$ cat src/rtl/conv_frame_sequencer_if.sv
`default_nettype none
// ============================================================================
//  Module   : conv_frame_sequencer_if
//  Purpose  : Bundles the frame-control, pixel-stream, line-buffer and
//             window-output signals of the convolution frame sequencer.
//             slave  = sequencer view, master = environment view.
//  Ports    : start/abort/cfg_rows/cfg_cols   frame control
//             in_data/in_valid/in_ready        pixel stream (ready/valid)
//             buf_*                            line-buffer side
//             win_*                            qualified window to MAC array
//             busy/frame_done/cfg_err          status
//  Revision : 1.0  initial release
// ============================================================================
interface conv_frame_sequencer_if #(
    parameter int DATA_WIDTH  = 8,
    parameter int MAX_COLS    = 2000,
    parameter int MAX_ROWS    = 2000,
    parameter int KERNEL_SIZE = 3
);
    localparam int COL_W = $clog2(MAX_COLS);
    localparam int ROW_W = $clog2(MAX_ROWS);
    localparam int WIN_W = KERNEL_SIZE * KERNEL_SIZE * DATA_WIDTH;

    logic                  start;
    logic                  abort;
    logic [ROW_W-1:0]      cfg_rows;
    logic [COL_W-1:0]      cfg_cols;
    logic [DATA_WIDTH-1:0] in_data;
    logic                  in_valid;
    logic                  in_ready;
    logic [DATA_WIDTH-1:0] buf_point;
    logic                  buf_valid_in;
    logic [COL_W-1:0]      buf_frame_column_size;
    logic                  buf_rst_n;
    logic [WIN_W-1:0]      buf_window;
    logic [WIN_W-1:0]      win_data;
    logic [ROW_W-1:0]      win_row;
    logic [COL_W-1:0]      win_col;
    logic                  win_valid;
    logic                  win_ready;
    logic                  busy;
    logic                  frame_done;
    logic                  cfg_err;

    modport slave (
        input  start, abort, cfg_rows, cfg_cols, in_data, in_valid,
               buf_window, win_ready,
        output in_ready, buf_point, buf_valid_in, buf_frame_column_size,
               buf_rst_n, win_data, win_row, win_col, win_valid,
               busy, frame_done, cfg_err
    );

    modport master (
        output start, abort, cfg_rows, cfg_cols, in_data, in_valid,
               buf_window, win_ready,
        input  in_ready, buf_point, buf_valid_in, buf_frame_column_size,
               buf_rst_n, win_data, win_row, win_col, win_valid,
               busy, frame_done, cfg_err
    );
endinterface
`default_nettype wire

$ cat src/rtl/conv_frame_sequencer.sv
`default_nettype none
// ============================================================================
//  Module   : conv_frame_sequencer
//  Purpose  : Frame-level controller for the convolution line buffer.
//             Latches a frame size, clears the line buffer between frames,
//             gates the pixel stream into it and forwards only full interior
//             KxK windows (with top-left coordinates) downstream.
//  Ports    : clk  - rising-edge clock
//             rst  - asynchronous active-high reset
//             bus  - conv_frame_sequencer_if.slave (control, pixel stream,
//                    line-buffer side, window output, status)
//  Revision : 1.0  initial release
// ============================================================================
module conv_frame_sequencer #(
    parameter int DATA_WIDTH  = 8,
    parameter int MAX_COLS    = 2000,
    parameter int MAX_ROWS    = 2000,
    parameter int KERNEL_SIZE = 3
) (
    input  logic                  clk,
    input  logic                  rst,
    conv_frame_sequencer_if.slave bus
);
    localparam int COL_W = $clog2(MAX_COLS);
    localparam int ROW_W = $clog2(MAX_ROWS);
    localparam int WIN_W = KERNEL_SIZE * KERNEL_SIZE * DATA_WIDTH;

    localparam logic [ROW_W-1:0] c_K_ROW    = ROW_W'(KERNEL_SIZE);
    localparam logic [COL_W-1:0] c_K_COL    = COL_W'(KERNEL_SIZE);
    localparam logic [ROW_W-1:0] c_KM1_ROW  = ROW_W'(KERNEL_SIZE - 1);
    localparam logic [COL_W-1:0] c_KM1_COL  = COL_W'(KERNEL_SIZE - 1);
    localparam logic [COL_W-1:0] c_MAX_COLS = COL_W'(MAX_COLS);
    localparam logic [ROW_W-1:0] c_ONE_ROW  = ROW_W'(1);
    localparam logic [COL_W-1:0] c_ONE_COL  = COL_W'(1);

    typedef enum logic [1:0] {
        S_IDLE   = 2'd0,
        S_CLEAR  = 2'd1,
        S_STREAM = 2'd2,
        S_DRAIN  = 2'd3
    } state_t;

    state_t           r_state;
    state_t           w_state_nxt;
    logic [ROW_W-1:0] r_rows;
    logic [COL_W-1:0] r_cols;
    logic [ROW_W-1:0] r_row;
    logic [COL_W-1:0] r_col;
    logic [ROW_W-1:0] r_win_row;
    logic [COL_W-1:0] r_win_col;
    logic             r_win_valid;
    logic             r_abort_q;
    logic             r_cfg_err;

    logic             w_abort_act;
    logic             w_cfg_ok;
    logic             w_in_ready;
    logic             w_push;
    logic             w_win_gen;
    logic             w_last_pix;
    logic             w_start_ok;
    logic             w_cfg_bad;
    logic             w_frame_done;
    logic [WIN_W-1:0] w_window;

    // abort only matters once a frame is in flight
    assign w_abort_act = bus.abort && (r_state != S_IDLE);

    assign w_cfg_ok = (bus.cfg_rows >= c_K_ROW) &&
                      (bus.cfg_cols >= c_K_COL) &&
                      (bus.cfg_cols <= c_MAX_COLS);

    // A pending window blocks further pushes because the line buffer shifts
    // on every push and the window output is a live view of it.
    assign w_in_ready = (r_state == S_STREAM) &&
                        (!r_win_valid || bus.win_ready) && !bus.abort;
    assign w_push     = bus.in_valid && w_in_ready;
    assign w_win_gen  = w_push && (r_row >= c_KM1_ROW) && (r_col >= c_KM1_COL);
    assign w_last_pix = (r_row == r_rows - c_ONE_ROW) &&
                        (r_col == r_cols - c_ONE_COL);
    assign w_window   = bus.buf_window;

    // ---------------------------------------------------------------- FSM
    always_ff @(posedge clk or posedge rst) begin
        if (rst) begin
            r_state <= S_IDLE;
        end else begin
            r_state <= w_state_nxt;
        end
    end

    always_comb begin
        w_state_nxt  = r_state;
        w_start_ok   = 1'b0;
        w_cfg_bad    = 1'b0;
        w_frame_done = 1'b0;
        case (r_state)
            S_IDLE: begin
                if (bus.start && !bus.abort) begin
                    if (w_cfg_ok) begin
                        w_state_nxt = S_CLEAR;
                        w_start_ok  = 1'b1;
                    end else begin
                        w_cfg_bad = 1'b1;
                    end
                end
            end
            S_CLEAR:  w_state_nxt = S_STREAM;
            S_STREAM: if (w_push && w_last_pix) w_state_nxt = S_DRAIN;
            S_DRAIN: begin
                // exit once the final window is taken (or none is pending)
                if (!r_win_valid || bus.win_ready) begin
                    w_state_nxt  = S_IDLE;
                    w_frame_done = 1'b1;
                end
            end
            default:  w_state_nxt = S_IDLE;
        endcase
        if (w_abort_act) begin
            w_state_nxt  = S_IDLE;
            w_frame_done = 1'b0;
        end
    end

    // ------------------------------------------------------------ datapath
    always_ff @(posedge clk or posedge rst) begin
        if (rst) begin
            r_rows      <= '0;
            r_cols      <= '0;
            r_row       <= '0;
            r_col       <= '0;
            r_win_row   <= '0;
            r_win_col   <= '0;
            r_win_valid <= 1'b0;
            r_abort_q   <= 1'b0;
            r_cfg_err   <= 1'b0;
        end else begin
            r_abort_q <= bus.abort;
            r_cfg_err <= w_cfg_bad;

            if (w_start_ok) begin
                r_rows <= bus.cfg_rows;
                r_cols <= bus.cfg_cols;
            end

            if (r_state == S_CLEAR) begin
                r_row <= '0;
                r_col <= '0;
            end else if (w_push) begin
                if (r_col == r_cols - c_ONE_COL) begin
                    r_col <= '0;
                    r_row <= r_row + c_ONE_ROW;
                end else begin
                    r_col <= r_col + c_ONE_COL;
                end
            end

            // a fresh window replaces an accepted one without a bubble
            if (w_abort_act) begin
                r_win_valid <= 1'b0;
            end else if (w_win_gen) begin
                r_win_valid <= 1'b1;
                r_win_row   <= r_row - c_KM1_ROW;
                r_win_col   <= r_col - c_KM1_COL;
            end else if (bus.win_ready) begin
                r_win_valid <= 1'b0;
            end
        end
    end

    // ------------------------------------------------------------- outputs
    assign bus.in_ready              = w_in_ready;
    assign bus.buf_point             = bus.in_data;
    assign bus.buf_valid_in          = w_push;
    assign bus.buf_frame_column_size = r_cols;
    assign bus.buf_rst_n             = !(rst || (r_state == S_CLEAR) || r_abort_q);
    assign bus.win_data              = w_window;
    assign bus.win_row               = r_win_row;
    assign bus.win_col               = r_win_col;
    assign bus.win_valid             = r_win_valid;
    assign bus.busy                  = (r_state != S_IDLE);
    assign bus.frame_done            = w_frame_done;
    assign bus.cfg_err               = r_cfg_err;

endmodule
`default_nettype wire

$ cat src/flat_wrapper.sv
// flat-port wrapper written by rule: the top's interface ports become plain ports
module conv_frame_sequencer_flat 
#(
    parameter int DATA_WIDTH  = 8,
    parameter int MAX_COLS    = 2000,
    parameter int MAX_ROWS    = 2000,
    parameter int KERNEL_SIZE = 3
)
  (clk, rst, bus_start, bus_abort, bus_cfg_rows, bus_cfg_cols, bus_in_data, bus_in_valid, bus_buf_window, bus_win_ready, bus_in_ready, bus_buf_point, bus_buf_valid_in, bus_buf_frame_column_size, bus_buf_rst_n, bus_win_data, bus_win_row, bus_win_col, bus_win_valid, bus_busy, bus_frame_done, bus_cfg_err);
  conv_frame_sequencer_if #(.DATA_WIDTH(DATA_WIDTH), .MAX_COLS(MAX_COLS), .MAX_ROWS(MAX_ROWS), .KERNEL_SIZE(KERNEL_SIZE)) bus_i ();
  input  logic clk;
  input  logic rst;
  input wire logic [$bits(bus_i.start)-1:0] bus_start;
  input wire logic [$bits(bus_i.abort)-1:0] bus_abort;
  input wire logic [$bits(bus_i.cfg_rows)-1:0] bus_cfg_rows;
  input wire logic [$bits(bus_i.cfg_cols)-1:0] bus_cfg_cols;
  input wire logic [$bits(bus_i.in_data)-1:0] bus_in_data;
  input wire logic [$bits(bus_i.in_valid)-1:0] bus_in_valid;
  input wire logic [$bits(bus_i.buf_window)-1:0] bus_buf_window;
  input wire logic [$bits(bus_i.win_ready)-1:0] bus_win_ready;
  output wire logic [$bits(bus_i.in_ready)-1:0] bus_in_ready;
  output wire logic [$bits(bus_i.buf_point)-1:0] bus_buf_point;
  output wire logic [$bits(bus_i.buf_valid_in)-1:0] bus_buf_valid_in;
  output wire logic [$bits(bus_i.buf_frame_column_size)-1:0] bus_buf_frame_column_size;
  output wire logic [$bits(bus_i.buf_rst_n)-1:0] bus_buf_rst_n;
  output wire logic [$bits(bus_i.win_data)-1:0] bus_win_data;
  output wire logic [$bits(bus_i.win_row)-1:0] bus_win_row;
  output wire logic [$bits(bus_i.win_col)-1:0] bus_win_col;
  output wire logic [$bits(bus_i.win_valid)-1:0] bus_win_valid;
  output wire logic [$bits(bus_i.busy)-1:0] bus_busy;
  output wire logic [$bits(bus_i.frame_done)-1:0] bus_frame_done;
  output wire logic [$bits(bus_i.cfg_err)-1:0] bus_cfg_err;
  assign bus_i.start = bus_start;
  assign bus_i.abort = bus_abort;
  assign bus_i.cfg_rows = bus_cfg_rows;
  assign bus_i.cfg_cols = bus_cfg_cols;
  assign bus_i.in_data = bus_in_data;
  assign bus_i.in_valid = bus_in_valid;
  assign bus_i.buf_window = bus_buf_window;
  assign bus_i.win_ready = bus_win_ready;
  assign bus_in_ready = bus_i.in_ready;
  assign bus_buf_point = bus_i.buf_point;
  assign bus_buf_valid_in = bus_i.buf_valid_in;
  assign bus_buf_frame_column_size = bus_i.buf_frame_column_size;
  assign bus_buf_rst_n = bus_i.buf_rst_n;
  assign bus_win_data = bus_i.win_data;
  assign bus_win_row = bus_i.win_row;
  assign bus_win_col = bus_i.win_col;
  assign bus_win_valid = bus_i.win_valid;
  assign bus_busy = bus_i.busy;
  assign bus_frame_done = bus_i.frame_done;
  assign bus_cfg_err = bus_i.cfg_err;
  conv_frame_sequencer #(.DATA_WIDTH(DATA_WIDTH), .MAX_COLS(MAX_COLS), .MAX_ROWS(MAX_ROWS), .KERNEL_SIZE(KERNEL_SIZE)) u_core (.clk(clk), .rst(rst), .bus(bus_i));
endmodule
$ cat config.mk
export PLATFORM = sky130hd
export DESIGN_NAME = conv_frame_sequencer_flat
export DESIGN_NICKNAME = d
export VERILOG_FILES = /design/src/rtl/conv_frame_sequencer_if.sv /design/src/rtl/conv_frame_sequencer.sv /design/src/flat_wrapper.sv
export SDC_FILE = /design/constraint.sdc
export NUM_CORES = 1
export LEC_CHECK = 0
export ABC_AREA = 1
export ABC_CLOCK_PERIOD_IN_PS = 2850
export CAP_MARGIN = 20
export CORE_ASPECT_RATIO = 0.7
export CORE_MARGIN = 4
export CORE_UTILIZATION = 44
export CTS_BUF_LIST = sky130_fd_sc_hd__clkbuf_4 sky130_fd_sc_hd__clkbuf_8
export CTS_CLUSTER_DIAMETER = 120
export DETAILED_ROUTE_END_ITERATION = 6
export PLACE_DENSITY = 0.95
export REMOVE_ABC_BUFFERS = 1
export SLEW_MARGIN = 20
export SYNTH_ARGS = -nofsm -noshare
export SYNTH_HDL_FRONTEND = slang
export SYNTH_SLANG_ARGS = --single-unit
export TNS_END_PERCENT = 50
$ cat constraint.sdc
create_clock -name clk -period 2.85 [get_ports clk]
set_clock_uncertainty 0.1 [all_clocks]
set_input_delay 0.57 -clock clk [delete_from_list [all_inputs] [get_ports clk]]
set_output_delay 0.57 -clock clk [all_outputs]
set_load 0.1 [all_outputs]
==> flow_summary.json <==
{
  "status": "complete, no violations",
  "syn_to_final_growth_pct": 7.57,
  "startpoint": "u_core.r_state[0]",
  "firstDrtPassIters": 5,
  "met3_usage_pct": 23.7,
  "final_nets": 807,
  "synth_cell_types": 39,
  "routed_wl_mm": 19.2,
  "cts_tree": "done",
  "grt_max_degree": 52,
  "startpoint_type": "flip-flop",
  "p_leak_nw": 2.88,
  "htreeDepth": 3,
  "cts.root.buffer_cell": "clkbuf_8",
  "track_usage_pct": 28.2,
  "fp.dieH_um": 99.0,
  "ys.flop_type": "dfrtp_1",
  "syn_area_mm2": 0.00521,
  "async_flop_share_pct": 100,
  "hp-start": "u_core.bus.win_col[5]",
  "gp_congestion": 0.922,
  "post-route-util_pct": 49.6,
  "synthTopCellsByArea": "dfrtp_1 (34%), buf_4 (12%), nand2_1 (11%), nand3_1 (5.2%), inv_1 (5.1%)",
  "drive_above_1_share_pct": 16.5,
  "path_clk_slew_ps": 70,
  "core.rowCount": 32,
  "antenna_left": 0,
  "finalSetupViolCount": 0,
  "cts_buffers": 9,
  "ctsHoldBuffers": 0,
  "tightest_slew_ps": 569,
  "max-vdd-ir-drop_mv": 0.893,
  "post_synth.cell_area_avg_um2": 7.43,
  "cp_common_cell": "inv_1",
  "busiest_layer": "met1",
  "io_buffers": 67,
  "worst_setup_path_end_kind": "primary output",
  "cp.arrival_ps": 1860,
  "grt_pass1_vias": 4026,
  "dieArea_mm2": 0.0137,
  "initial_utilization_pct": 46.1,
  "coreArea_mm2": 0.0113,
  "fp.dieW_um": 138,
  "finalCritPeriodShare_pct": 88.9,
  "finalHoldViolations": 0,
  "cts.sinks": 71,
  "slowest_delay_ps": 430,
  "first_iter_violations": 504,
  "hold_path.class": "reg -> reg",
  "max_cap_viol_count": 0,
  "vias_per_cell": 5.35,
  "fmax_ghz": 0.395,
  "synth-edff-count": 0,
  "critical_path.max_fanout": 4,
  "cts_resized": 0,
  "synth_most_common_cell": "nand2_1",
  "via_count": 4508,
  "crit_slowest_cell": "dfrtp_1",
  "reg2reg_slack_ps": 330,
  "ys_seq_elements": 71,
  "r2r_end": "u_core.r_col[10]",
  "drv_slew": 0,
  "reg2reg_depth": 14,
  "seq_area_frac_synth_pct": 34.1,
  "post-synth-top-area-cell": "dfrtp_1",
  "use_met2_pct": 30.4,
  "dp_hpwl_mm": 14.9,
  "yosys_warnings": 0,
  "powerDensity_mw_per_mm2": 910,
  "post-place-ws_ps": 37.9,
  "clk_latency_ps": 360,
  "grt_pass1_wl_mm": 28.0,
  "cp_data_required_time_ps": 2180,
  "fin_ws_ps": 316,
  "wire_per_inst_um": 22.8,
  "ys_top_cells_by_count": "nand2_1 (153), buf_4 (81), dfrtp_1 (71), inv_1 (71), nor2_1 (66)",
  "fin_crit_ps": 2530,
  "r2r_start": "u_core.r_state[0]",
  "slew_headroom_pct": 61.7,
  "clock_path_buffers": 2,
  "syn_inst": 701,
  "postCtsSetupRepairBufs": 0,
  "antenna_found_initial": 0,
  "worstSetupEndpoint": "bus_buf_valid_in",
  "pin_count": 228,
  "antenna_cells": 0,
  "grt_overflow_total": 0,
  "crit_chain": "inv_1 > ha_1 > inv_2 > nor2_1 > nand3_1 > inv_1 > buf_12",
  "synth_top_area_share_pct": 34.1,
  "drc": 0,
  "crit_type": "reg -> out",
  "rsz0062_at_grt": "false",
  "use_met1_pct": 39.6
}
cell families after synthesis:
logic type	synth area share [%]
compound gates	8.10
xor+xnor	5.48
fa+ha+maj	3.36
buf+inv	19.0
flops	34.1
mux	1.30
simple gates	28.7
worst max-delay path: cells and delay by family (launching register included):
kind          cells  cell delay, ps
fa+ha+maj         1             190
flops             1             430
simple gates      2             330
buf+inv           4             560
sequential cells by signal (all words and copies together) (netlist names):
name                              flops
u_core.bus.win_col                   11
u_core.r_state                        2
u_core.r_abort_q                      1
u_core.r_rows                        11
u_core.r_row                         11
u_core.bus.cfg_err                    1
u_core.bus.win_row                   11
u_core.r_col                         11
u_core.bus.win_valid                  1
u_core.bus.buf_frame_column_size     11
per-layer routing:
layer  vias to the layer above  wire length, µm
met4                         8              192
met1                      2035             8800
met5                         -              264
li1                       2116                -
met2                       329             6210
met3                        20             3770
stage by stage:
| step | setup TNS, ps | total power [mW] | cell area (µm²) | cells | hold slack [ps] |
|---|---|---|---|---|---|
| floorplan | -13140 | 3.57 | 4500 | 600 | 390 |
| global placement | 0 | 4.17 | 5400 | 827 | 370 |
| detailed placement | 0 | 4.25 | 5400 | 827 | 375 |
| CTS | 0 | 5.09 | 5600 | 843 | 394 |
| global route | 0 | 5.45 | 5600 | 843 | 416 |
| finish | 0 | 5.10 | 5600 | 843 | 392 |
worst min-delay path by stage:
stage | endpoint | slack [ps] | cells past startpoint
after floorplan | u_core.r_state[1] | 390 | 2
after CTS | u_core.bus.win_col[5] | 390 | 2
final | u_core.bus.win_col[5] | 390 | 2
after detailed placement | u_core.bus.win_col[5] | 380 | 2
after global routing | u_core.bus.win_col[6] | 420 | 2
after global placement | u_core.bus.win_col[10] | 370 | 2
placed cells by master (no fill, tap or decap), types with 8 or more instances in the layout:
cell type        instances
nand2_1                153
dfrtp_1                 71
inv_1                   70
nor2_1                  66
nand3_1                 54
buf_4                   40
clkdlybuf4s50_1         27
xor2_1                  24
a21oi_1                 21
o21ai_0                 21
nand2_2                 16
ha_1                    14
o21ai_1                 12
nor3_1                  10
o21ai_2                 10
clkbuf_8                10
nand4_1                  8
power breakdown:
part	internal (mW)	leakage, nW	switching, mW
Clock	0.438	0.107	0.399
Combinational	0.836	1.85	1.89
Sequential	1.22	0.929	0.321
Total	2.49	2.88	2.61
cell type report:
cell class | instances | area (µm²)
Fill cell | 1067 | 5690
Timing Repair Buffer | 74 | 711
Tap cell | 153 | 191
Multi-Input combinational cell | 455 | 2440
Sequential cell | 71 | 1780
Clock inverter | 5 | 57.6
Clock buffer | 11 | 145
Inverter | 74 | 278
No activity file was read; power rests on OpenSTA's default activity.
